`src/rtl/hero_write_arb_pkg.sv`:
```
// Shared types for the hero write arbiter: bus cycle type, beat struct,
// arbiter FSM states and a small cycle-type helper.
package hero_write_arb_pkg;

    localparam int HERO_WIDTH = 36;

    typedef enum logic [1:0] {
        CYC_IDLE  = 2'd0,
        CYC_VALID = 2'd1,
        CYC_DONE  = 2'd2
    } cycle_type_e;

    typedef struct packed {
        cycle_type_e             cyc;
        logic [HERO_WIDTH-1:0]   wdat;
    } hero_write_t;

    typedef enum logic {
        ARB_IDLE   = 1'b0,
        ARB_LOCKED = 1'b1
    } hero_arb_state_e;

    // VALID and DONE carry a beat; IDLE and the illegal encoding 3 do not.
    function automatic logic cyc_is_active(input logic [1:0] cyc);
        return (cyc == 2'd1) || (cyc == 2'd2);
    endfunction

endpackage

```
`src/rtl/hero_write_arb_rr_pick.sv`:
```
// Combinational round-robin first-one finder: returns the first set bit of
// `active` at or after `ptr`, wrapping modulo N. Reusable by other arbiters.
module rr_pick #(
    parameter int N = 4,
    parameter int W = $clog2(N)
) (
    input  logic [N-1:0] active,
    input  logic [W-1:0] ptr,
    output logic [W-1:0] idx,
    output logic         found
);

    logic [W:0] cand_s;

    // Scan offsets 0..N-1 from the pointer; the first hit wins.
    always_comb begin
        idx    = '0;
        found  = 1'b0;
        cand_s = '0;
        for (int k = 0; k < N; k++) begin
            cand_s = {1'b0, ptr} + (W+1)'(k);
            if (cand_s >= (W+1)'(N)) begin
                cand_s = cand_s - (W+1)'(N);
            end else begin
                cand_s = cand_s;
            end
            if (!found && active[cand_s[W-1:0]]) begin
                found = 1'b1;
                idx   = cand_s[W-1:0];
            end else begin
                found = found;
            end
        end
    end

endmodule

```
`src/rtl/hero_write_arb.sv`:
```
// Round-robin arbiter for the shared hero write bus. Locks onto one requester
// for a whole packet (through its DONE beat), forwards beats through a single
// output register and then rotates priority.
// Optional lock watchdog: define HERO_WRITE_ARB_WATCHDOG_EN.
module hero_write_arb #(
    parameter int NUM_REQ      = 4,
    parameter int HERO_WIDTH   = hero_write_arb_pkg::HERO_WIDTH,
    parameter int LOCK_TIMEOUT = 256
) (
    input  logic                          clk,
    input  logic                          rst_n,
    input  logic [2*NUM_REQ-1:0]          req_cycle_type,
    input  logic [NUM_REQ*HERO_WIDTH-1:0] req_wdat,
    output logic [NUM_REQ-1:0]            req_ready,
    output logic [1:0]                    hero_cycle_type,
    output logic [HERO_WIDTH-1:0]         hero_wdat,
    output logic                          hero_clk_en,
    input  logic                          hero_ready,
    output logic [$clog2(NUM_REQ)-1:0]    grant_id,
    output logic                          err_timeout
);

    import hero_write_arb_pkg::*;

    localparam int GW = $clog2(NUM_REQ);

    hero_arb_state_e          state_q, state_d;
    logic [GW-1:0]            grant_q, grant_d;
    logic [GW-1:0]            ptr_q, ptr_d;
    cycle_type_e              out_cyc_q, out_cyc_d;
    logic [HERO_WIDTH-1:0]    out_wdat_q, out_wdat_d;

    logic [NUM_REQ-1:0]       active_s;
    logic [NUM_REQ-1:0]       req_ready_s;
    logic [1:0]               own_cyc_s;
    logic [HERO_WIDTH-1:0]    own_wdat_s;
    logic                     own_active_s;
    logic                     out_valid_s;
    logic                     out_free_s;
    logic                     accept_s;
    logic                     wd_expired_s;
    logic                     force_done_s;
    logic [GW-1:0]            grant_inc_s;
    logic [GW-1:0]            pick_idx_s;
    logic                     pick_found_s;

    rr_pick #(
        .N (NUM_REQ),
        .W (GW)
    ) u_rr_pick (
        .active (active_s),
        .ptr    (ptr_q),
        .idx    (pick_idx_s),
        .found  (pick_found_s)
    );

    // Decode per-requester activity and mux out the current owner's beat.
    always_comb begin
        active_s   = '0;
        own_cyc_s  = 2'd0;
        own_wdat_s = '0;
        for (int i = 0; i < NUM_REQ; i++) begin
            active_s[i] = cyc_is_active(req_cycle_type[2*i +: 2]);
            if (grant_q == GW'(i)) begin
                own_cyc_s  = req_cycle_type[2*i +: 2];
                own_wdat_s = req_wdat[HERO_WIDTH*i +: HERO_WIDTH];
            end else begin
                own_cyc_s  = own_cyc_s;
                own_wdat_s = own_wdat_s;
            end
        end
        own_active_s = cyc_is_active(own_cyc_s);
        out_valid_s  = (out_cyc_q != CYC_IDLE);
        out_free_s   = ~out_valid_s | hero_ready;
        grant_inc_s  = (grant_q == GW'(NUM_REQ-1)) ? '0 : grant_q + GW'(1);
    end

`ifdef HERO_WRITE_ARB_WATCHDOG_EN
    localparam int WD_W = $clog2(LOCK_TIMEOUT + 1);

    logic [WD_W-1:0] wd_cnt_q, wd_cnt_d;
    logic            err_timeout_q, err_timeout_d;

    // Count consecutive locked cycles without an accepted beat; saturate at the limit.
    always_comb begin
        wd_expired_s  = (wd_cnt_q == WD_W'(LOCK_TIMEOUT));
        err_timeout_d = force_done_s;
        if ((state_q != ARB_LOCKED) || accept_s || force_done_s) begin
            wd_cnt_d = '0;
        end else if (!wd_expired_s) begin
            wd_cnt_d = wd_cnt_q + WD_W'(1);
        end else begin
            wd_cnt_d = wd_cnt_q;
        end
    end

    // Watchdog counter and one-cycle timeout pulse register.
    always_ff @(posedge clk or negedge rst_n) begin
        if (!rst_n) begin
            wd_cnt_q      <= '0;
            err_timeout_q <= 1'b0;
        end else begin
            wd_cnt_q      <= wd_cnt_d;
            err_timeout_q <= err_timeout_d;
        end
    end

    assign err_timeout = err_timeout_q;
`else
    // Without the watchdog a lock is held until the owner's DONE.
    assign wd_expired_s = 1'b0;
    assign err_timeout  = 1'b0;

    logic unused_cfg_s;
    assign unused_cfg_s = ^LOCK_TIMEOUT;
`endif

    // Arbiter FSM: arbitrate in ARB_IDLE, forward the owner's beats in ARB_LOCKED.
    always_comb begin
        state_d      = state_q;
        grant_d      = grant_q;
        ptr_d        = ptr_q;
        req_ready_s  = '0;
        accept_s     = 1'b0;
        force_done_s = 1'b0;
        case (state_q)
            ARB_IDLE: begin
                if (pick_found_s) begin
                    grant_d = pick_idx_s;
                    state_d = ARB_LOCKED;
                end else begin
                    state_d = ARB_IDLE;
                end
            end
            ARB_LOCKED: begin
                for (int i = 0; i < NUM_REQ; i++) begin
                    req_ready_s[i] = (grant_q == GW'(i)) & out_free_s & ~wd_expired_s;
                end
                accept_s     = out_free_s & own_active_s & ~wd_expired_s;
                force_done_s = wd_expired_s & out_free_s;
                if ((accept_s && (own_cyc_s == CYC_DONE)) || force_done_s) begin
                    state_d = ARB_IDLE;
                    ptr_d   = grant_inc_s;
                end else begin
                    state_d = ARB_LOCKED;
                end
            end
            default: begin
                state_d = ARB_IDLE;
            end
        endcase
    end

    // Output register: load accepted or forced beats, hold under backpressure, drain on ready.
    always_comb begin
        out_cyc_d  = out_cyc_q;
        out_wdat_d = out_wdat_q;
        if (accept_s) begin
            out_cyc_d  = cycle_type_e'(own_cyc_s);
            out_wdat_d = own_wdat_s;
        end else if (force_done_s) begin
            out_cyc_d  = CYC_DONE;
            out_wdat_d = '0;
        end else if (hero_ready) begin
            out_cyc_d  = CYC_IDLE;
            out_wdat_d = '0;
        end else begin
            out_cyc_d  = out_cyc_q;
            out_wdat_d = out_wdat_q;
        end
    end

    // State, grant, round-robin pointer and output beat registers.
    always_ff @(posedge clk or negedge rst_n) begin
        if (!rst_n) begin
            state_q    <= ARB_IDLE;
            grant_q    <= '0;
            ptr_q      <= '0;
            out_cyc_q  <= CYC_IDLE;
            out_wdat_q <= '0;
        end else begin
            state_q    <= state_d;
            grant_q    <= grant_d;
            ptr_q      <= ptr_d;
            out_cyc_q  <= out_cyc_d;
            out_wdat_q <= out_wdat_d;
        end
    end

    assign req_ready       = req_ready_s;
    assign hero_cycle_type = out_cyc_q;
    assign hero_wdat       = out_wdat_q;
    assign hero_clk_en     = out_valid_s;
    assign grant_id        = grant_q;

endmodule

```
`config.mk`:
```
export PLATFORM = sky130hd
export DESIGN_NAME = hero_write_arb
export DESIGN_NICKNAME = d
export VERILOG_FILES = /design/src/rtl/hero_write_arb_pkg.sv /design/src/rtl/hero_write_arb_rr_pick.sv /design/src/rtl/hero_write_arb.sv
export SDC_FILE = /design/constraint.sdc
export NUM_CORES = 1
export LEC_CHECK = 0
export ABC_AREA = 1
export BUFFER_PORTS_ARGS = -buffer_cell sky130_fd_sc_hd__buf_2
export CORE_MARGIN = 8
export CORE_UTILIZATION = 39
export CTS_CLUSTER_DIAMETER = 30
export DETAILED_ROUTE_END_ITERATION = 16
export GPL_TIMING_DRIVEN = 0
export PLACE_DENSITY = 0.82
export SLEW_MARGIN = 20
export SYNTH_ARGS = -nofsm -noshare
export SYNTH_HDL_FRONTEND = slang
export SYNTH_SLANG_ARGS = --single-unit
```
`constraint.sdc`:
```
create_clock -name clk -period 2.5 [get_ports clk]
set_clock_uncertainty 0.15 [all_clocks]
set_input_delay 0.125 -clock clk [delete_from_list [all_inputs] [get_ports clk]]
set_output_delay 0.125 -clock clk [all_outputs]
set_load 0.01 [all_outputs]
```
# ---- After elaboration in Yosys (flattened, before gate mapping)
# Cells that the tools add are included.
dict set report word_totals {
  register_bits 43
  in_bits 155
  out_inout_bits 46
}
dict set report classes {
  n_addsub 8
  n_lt_le_gt_ge 8
  n_eq_ne 13
  n_mux 38
  bitwise 8
  n_reduce_logical 17
}
# op n
set ops {}
lappend ops {{$mux 36} 6}
lappend ops {{$mux 2} 15}
lappend ops {{$eq 2x2->1 const B} 7}
lappend ops {{$eq 2x1->1 const B} 6}
lappend ops {{$lt 2x3->1 const B} 4}
lappend ops {{$mux 1} 11}
lappend ops {{$ge 3x3->1 const B} 3}
lappend ops {{$bmux 1 s2} 4}
lappend ops {{$sub 2x1->2 const B} 4}
lappend ops {{$add 2x2->3 const B} 2}
lappend ops {{$and 1x1->1} 5}
lappend ops {{$logic_or 1x1->1} 5}
lappend ops {{$logic_and 1x1->1} 4}
lappend ops {{$mux 4} 1}
lappend ops {{$reduce_and 2->1} 2}
lappend ops {{$reduce_bool 2->1} 2}
lappend ops {{$add 2x1->3 const B} 1}
lappend ops {{$ge 2x3->1 const B} 1}
lappend ops {{$logic_not 1->1} 3}
lappend ops {{$add 2x1->2 const B} 1}
lappend ops {{$logic_not 2->1} 1}
lappend ops {{$not 1->1} 2}
lappend ops {{$pmux 1 s2} 1}
lappend ops {{$or 1x1->1} 1}

# ---- Logic depth before layout (Yosys ltp)
dict set report logic_depth {
  depth_word 16
  depth_mapped 15
  ltp_nobuf 14
}

# ---- Hierarchy
# A second synthesis with hierarchy kept.
dict set report hier_totals {
  cells_unflattened 644
  hier_area_um2 3716.1
}
# module instances cells_each area_per_inst_um2 seq_area_each_um2
set modules_own_cells {}
lappend modules_own_cells {hero_write_arb 1 585 3397.0 1076.0}
lappend modules_own_cells {rr_pick 1 59 319.1 0.0}

# ---- Least setup slack after synthesis
# Ideal clock, no wire load.
dict set report synth_path {
  path_type {register to register}
  start {register grant_q[1], in the netlist grant_id[1]}
  end {register out_wdat_q[27], in the netlist hero_wdat[27]}
  t_arrival_ns 2.105
  setup_slack_ns 0.108
  stages_incl_launch_ff 16
  period_less_slack_ns 2.392
  cell_sequence {dfrtp_1 -> inv_1 -> ha_1 -> inv_2 -> nand2_1 -> inv_2 -> a22oi_1 -> o21ai_0 -> o21ai_0 -> ha_1 -> nor2_2 -> inv_2 -> buf_6 -> buf_6 -> nand3_1 -> o21ai_0}
}
dict set report synth_between {
  elab_chain_cells 10
  word_cells_on_any_way 19
  cone_classes {eq/ne (5); mux (10); bitwise (1); reduce/logical (3)}
}
# element line_no
set synth_rtl {}
lappend synth_rtl {{start: declaration} hero_write_arb.sv:28} ;# logic [GW-1:0] grant_q, grant_d;
lappend synth_rtl {{start signal: assignment} hero_write_arb.sv:183} ;# grant_q <= grant_d;
lappend synth_rtl {{$logic_not 2->1} hero_write_arb.sv:64} ;# if (grant_q == GW'(i)) begin
lappend synth_rtl {{$mux 2 (4 in series)} hero_write_arb.sv:64}
lappend synth_rtl {{$eq 2x1->1 or $eq 2x2->1 (tied branches)} hero_write_arb_pkg.sv:25} ;# return (cyc == 2'd1) || (cyc == 2'd2);
lappend synth_rtl {{$logic_or 1x1->1} hero_write_arb_pkg.sv:25}
lappend synth_rtl {{$and 1x1->1} hero_write_arb.sv:139} ;# accept_s = out_free_s & own_active_s & ~wd_expired_s;
lappend synth_rtl {{$mux 1} hero_write_arb.sv:126} ;# case (state_q)
lappend synth_rtl {{$mux 36 or $reduce_bool 2->1 (tied branches)} n/a}
lappend synth_rtl {{end signal: assignment} hero_write_arb.sv:186} ;# out_wdat_q <= out_wdat_d;
lappend synth_rtl {{end: declaration} hero_write_arb.sv:31} ;# logic [HERO_WIDTH-1:0] out_wdat_q, out_wdat_d;
# Several ways; a longest one is shown, not always the timed one.
# A chain may end at the register's enable or synchronous reset.

# ---- Worst setup path after layout
dict set report layout_path {
  start {register grant_q[1], in the netlist grant_id[1]}
  end {register out_wdat_q[3], in the netlist hero_wdat[3]}
}
# The elaborated chain is that of the path after synthesis.

==> metrics <==
status complete, no violations; Synth Register Bits 43; Syn Area/Cell 7.53 um^2; DRT iter0 DRCs 213; Syn Inst Count 425; hold crit path type input pin to register; crit path kind register to register; total grt overflow 0; first-pass GRT wire length between 20000 and 25000 um; post-route insts no fill 782; final period utilization 0.983; vias in the first global route 4425; Crit Path Max Fanout 10; total power 6.53 mW; dpl cells 729; commonest cells after routing, fill and taps aside buf_2 (201), o21ai_0 (68), nand3_1 (54), o21ai_1 (42), dfrtp_1 (41); row count 33; crit path DAT 2.49 ns; Total Routing Usage GR 0.231; highest clock rate 407 MHz; LEAKAGE 2.54 nW; Post-Synth XOR/XNOR Area 0.00860; simple-gate share of the synthesized area 0.194; antenna violations before repair 0; post-synthesis adder-cell area fraction 0.0196; die height 107 um; Yosys cell types 30; top cells by area, synth dfrtp_1 (34%), o21ai_0 (12%), a22oi_1 (8.7%); Slew headroom 0.623; Synth-to-Final Area Change 58.3%; Vias/cell approximately 5.4; VDD IR max 0.771 mV; Placed Area 0.00433 mm^2; CTS Buf Count 5; Hold Fails Final Rpt 0; Die ar. 0.0114 mm^2; PwrDens between 1000 and 1500 mW/mm^2; fill count around 750; mux cell area share after synthesis 0; RSZ-0062 raised after global routing true; CTS Sinks 43; share of cells above drive strength 1 0.430; startpoint types register; final worst path period need 2.46 ns; Synthesis Warnings 0; Clock transition at path regs ~0.080 ns; compound-cell area share of the yosys netlist 0.330; Residual DRC 0; Slew Limit Fails 0; Max clock buf depth 2; max cap viols 0; RePlAce Congestion 0.938; largest net degree at the start of global routing 44; commonest non-fill, non-tap cell in the layout buf_2; Clock Latency Late Sink 0.29 ns; via count 4212; starting density of the core 0.395; Wirelength per Cell 17.8 um; first-pass iteration count of the detailed router 5; Core ar. 0.00809 mm^2; HPWL after DPL 10300 um; Routed Antenna Nets 0; syn_nets 585; largest family of logic cells by synthesized area compound AO/OA/AOI/OAI gates; post-route cell area 0.00506 mm^2; IO buf count 199; CTS H-tree lvls 2; Clock Root Buffer clkbuf_8; area share of the largest cell type after synthesis 0.336; Seq/Total Area, Yosys 0.336; dominant cell type by area after synthesis dfrtp_1; total wire length 13900 um; Setup Viol. Count Final 0; CTS tree built; R2R setup slack 0.04 ns; # IOs 201; die width 107 um; Final Hold Slack 0.00243 ns; worst-margin pin slew 0.565 ns; Data required, critical path ~2.5 ns; # nets final 837; Post-Synthesis Cell Area about 0.0032 mm^2; diode count 0; Worst setup EP type register
[area by class of cell]
| cell class | instances | area [um^2] | area share |
|---|---|---|---|
| clock buffer | 6 | 72.6 | 0.0143 |
| timing repair buffer | 246 | 1480 | 0.293 |
| inverter | 26 | 118 | 0.0232 |
| clock inverter | 1 | 30.0 | 0.00593 |
| tap | 105 | 131 | 0.0259 |
| sequential | 43 | 1080 | 0.213 |
| multi-input combinational | 318 | 1860 | 0.368 |
| buffer | 37 | 287 | 0.0566 |
[state kept, by name, summed over array words and instances (netlist names)]
| signal | cells |
|---|---|
| hero_wdat | 36 |
| grant_id | 2 |
| hero_cycle_type | 2 |
| ptr_q | 2 |
| state_q | 1 |
[routing by layer]
metal  wire length (um)  track usage  vias up
met3               1110       0.0582       32
met2               6960        0.408      225
met4                339       0.0915        0
met1               5530        0.260     1930
li1                   -            -     2025
met5                  0            0        -
[timing repair]
item	4_1_cts	5_1_grt
gates resized for setup	23	23
setup buffers	5	7
gates cloned	0	3
hold buffers	32	0
pin swaps	2	5
hold endpoints to repair	74	0
setup endpoints to repair	41	40
[path summary, 6_finish.rpt]
kind,to,cells after the start,start
max,hero_wdat[3]$_DFFE_PN0P_,13,grant_id[1]$_DFFE_PN0P_
min reg2reg,hero_wdat[25]$_DFFE_PN0P_,2,hero_wdat[25]$_DFFE_PN0P_
min in group asynchronous,hero_wdat[10]$_DFFE_PN0P_,2,rst_n
max reg2reg,hero_wdat[3]$_DFFE_PN0P_,13,grant_id[1]$_DFFE_PN0P_
max in group asynchronous,grant_id[0]$_DFFE_PN0P_,2,rst_n
min,hero_wdat[16]$_DFFE_PN0P_,3,req_wdat[124]
[metrics by stage]
stage	TNS, ns	setup WS, ns	utilization
5_1_grt	-0.532	-0.0274	0.626
6_report	0	0.0426	0.626
2_1_floorplan	0	0.108	-
4_1_cts	0	0.00430	0.599
3_5_place_dp	-15.65	-0.439	0.535
3_3_place_gp	-14.07	-0.385	0.535
[report_power, final]
group / leakage [nW] / total, mW / switching [mW] / internal (mW)
clock network: 0.0513 / 0.534 / 0.241 / 0.293
logic: 1.93 / 4.90 / 2.76 / 2.14
registers: 0.560 / 1.09 / 0.140 / 0.954
total: 2.54 / 6.53 / 3.15 / 3.38
[synthesized netlist by cell type, drive strengths merged]
cell type / instances
nand3: 60
conb: 1
clkbuf: 14
a22oi: 37
xnor2: 1
dfrtp: 43
a31oi: 1
o22ai: 2
nand2: 48
nand3b: 1
nand4: 2
o21ai: 115
clkinv: 1
inv: 25
ha: 5
nor2: 8
a21oi: 37
buf: 24
[logic make-up after synthesis]
group	Yosys count
buf+inv	64
xor+xnor	1
other cells	1
flops	43
compound gates	192
simple gates	119
fa+ha+maj	5
[critical path: stages (launching register included)]
cell     delay, ns
dfrtp_2       0.45
buf_4         0.15
ha_4          0.18
buf_8         0.13
a21oi_2       0.12
o21ai_2       0.07
o21ai_2       0.09
ha_1          0.28
nor2_2        0.17
inv_2         0.10
buf_12        0.15
buf_6         0.14
nand3_1       0.08
o21ai_1       0.08
(Power assumes the default switching activity.)
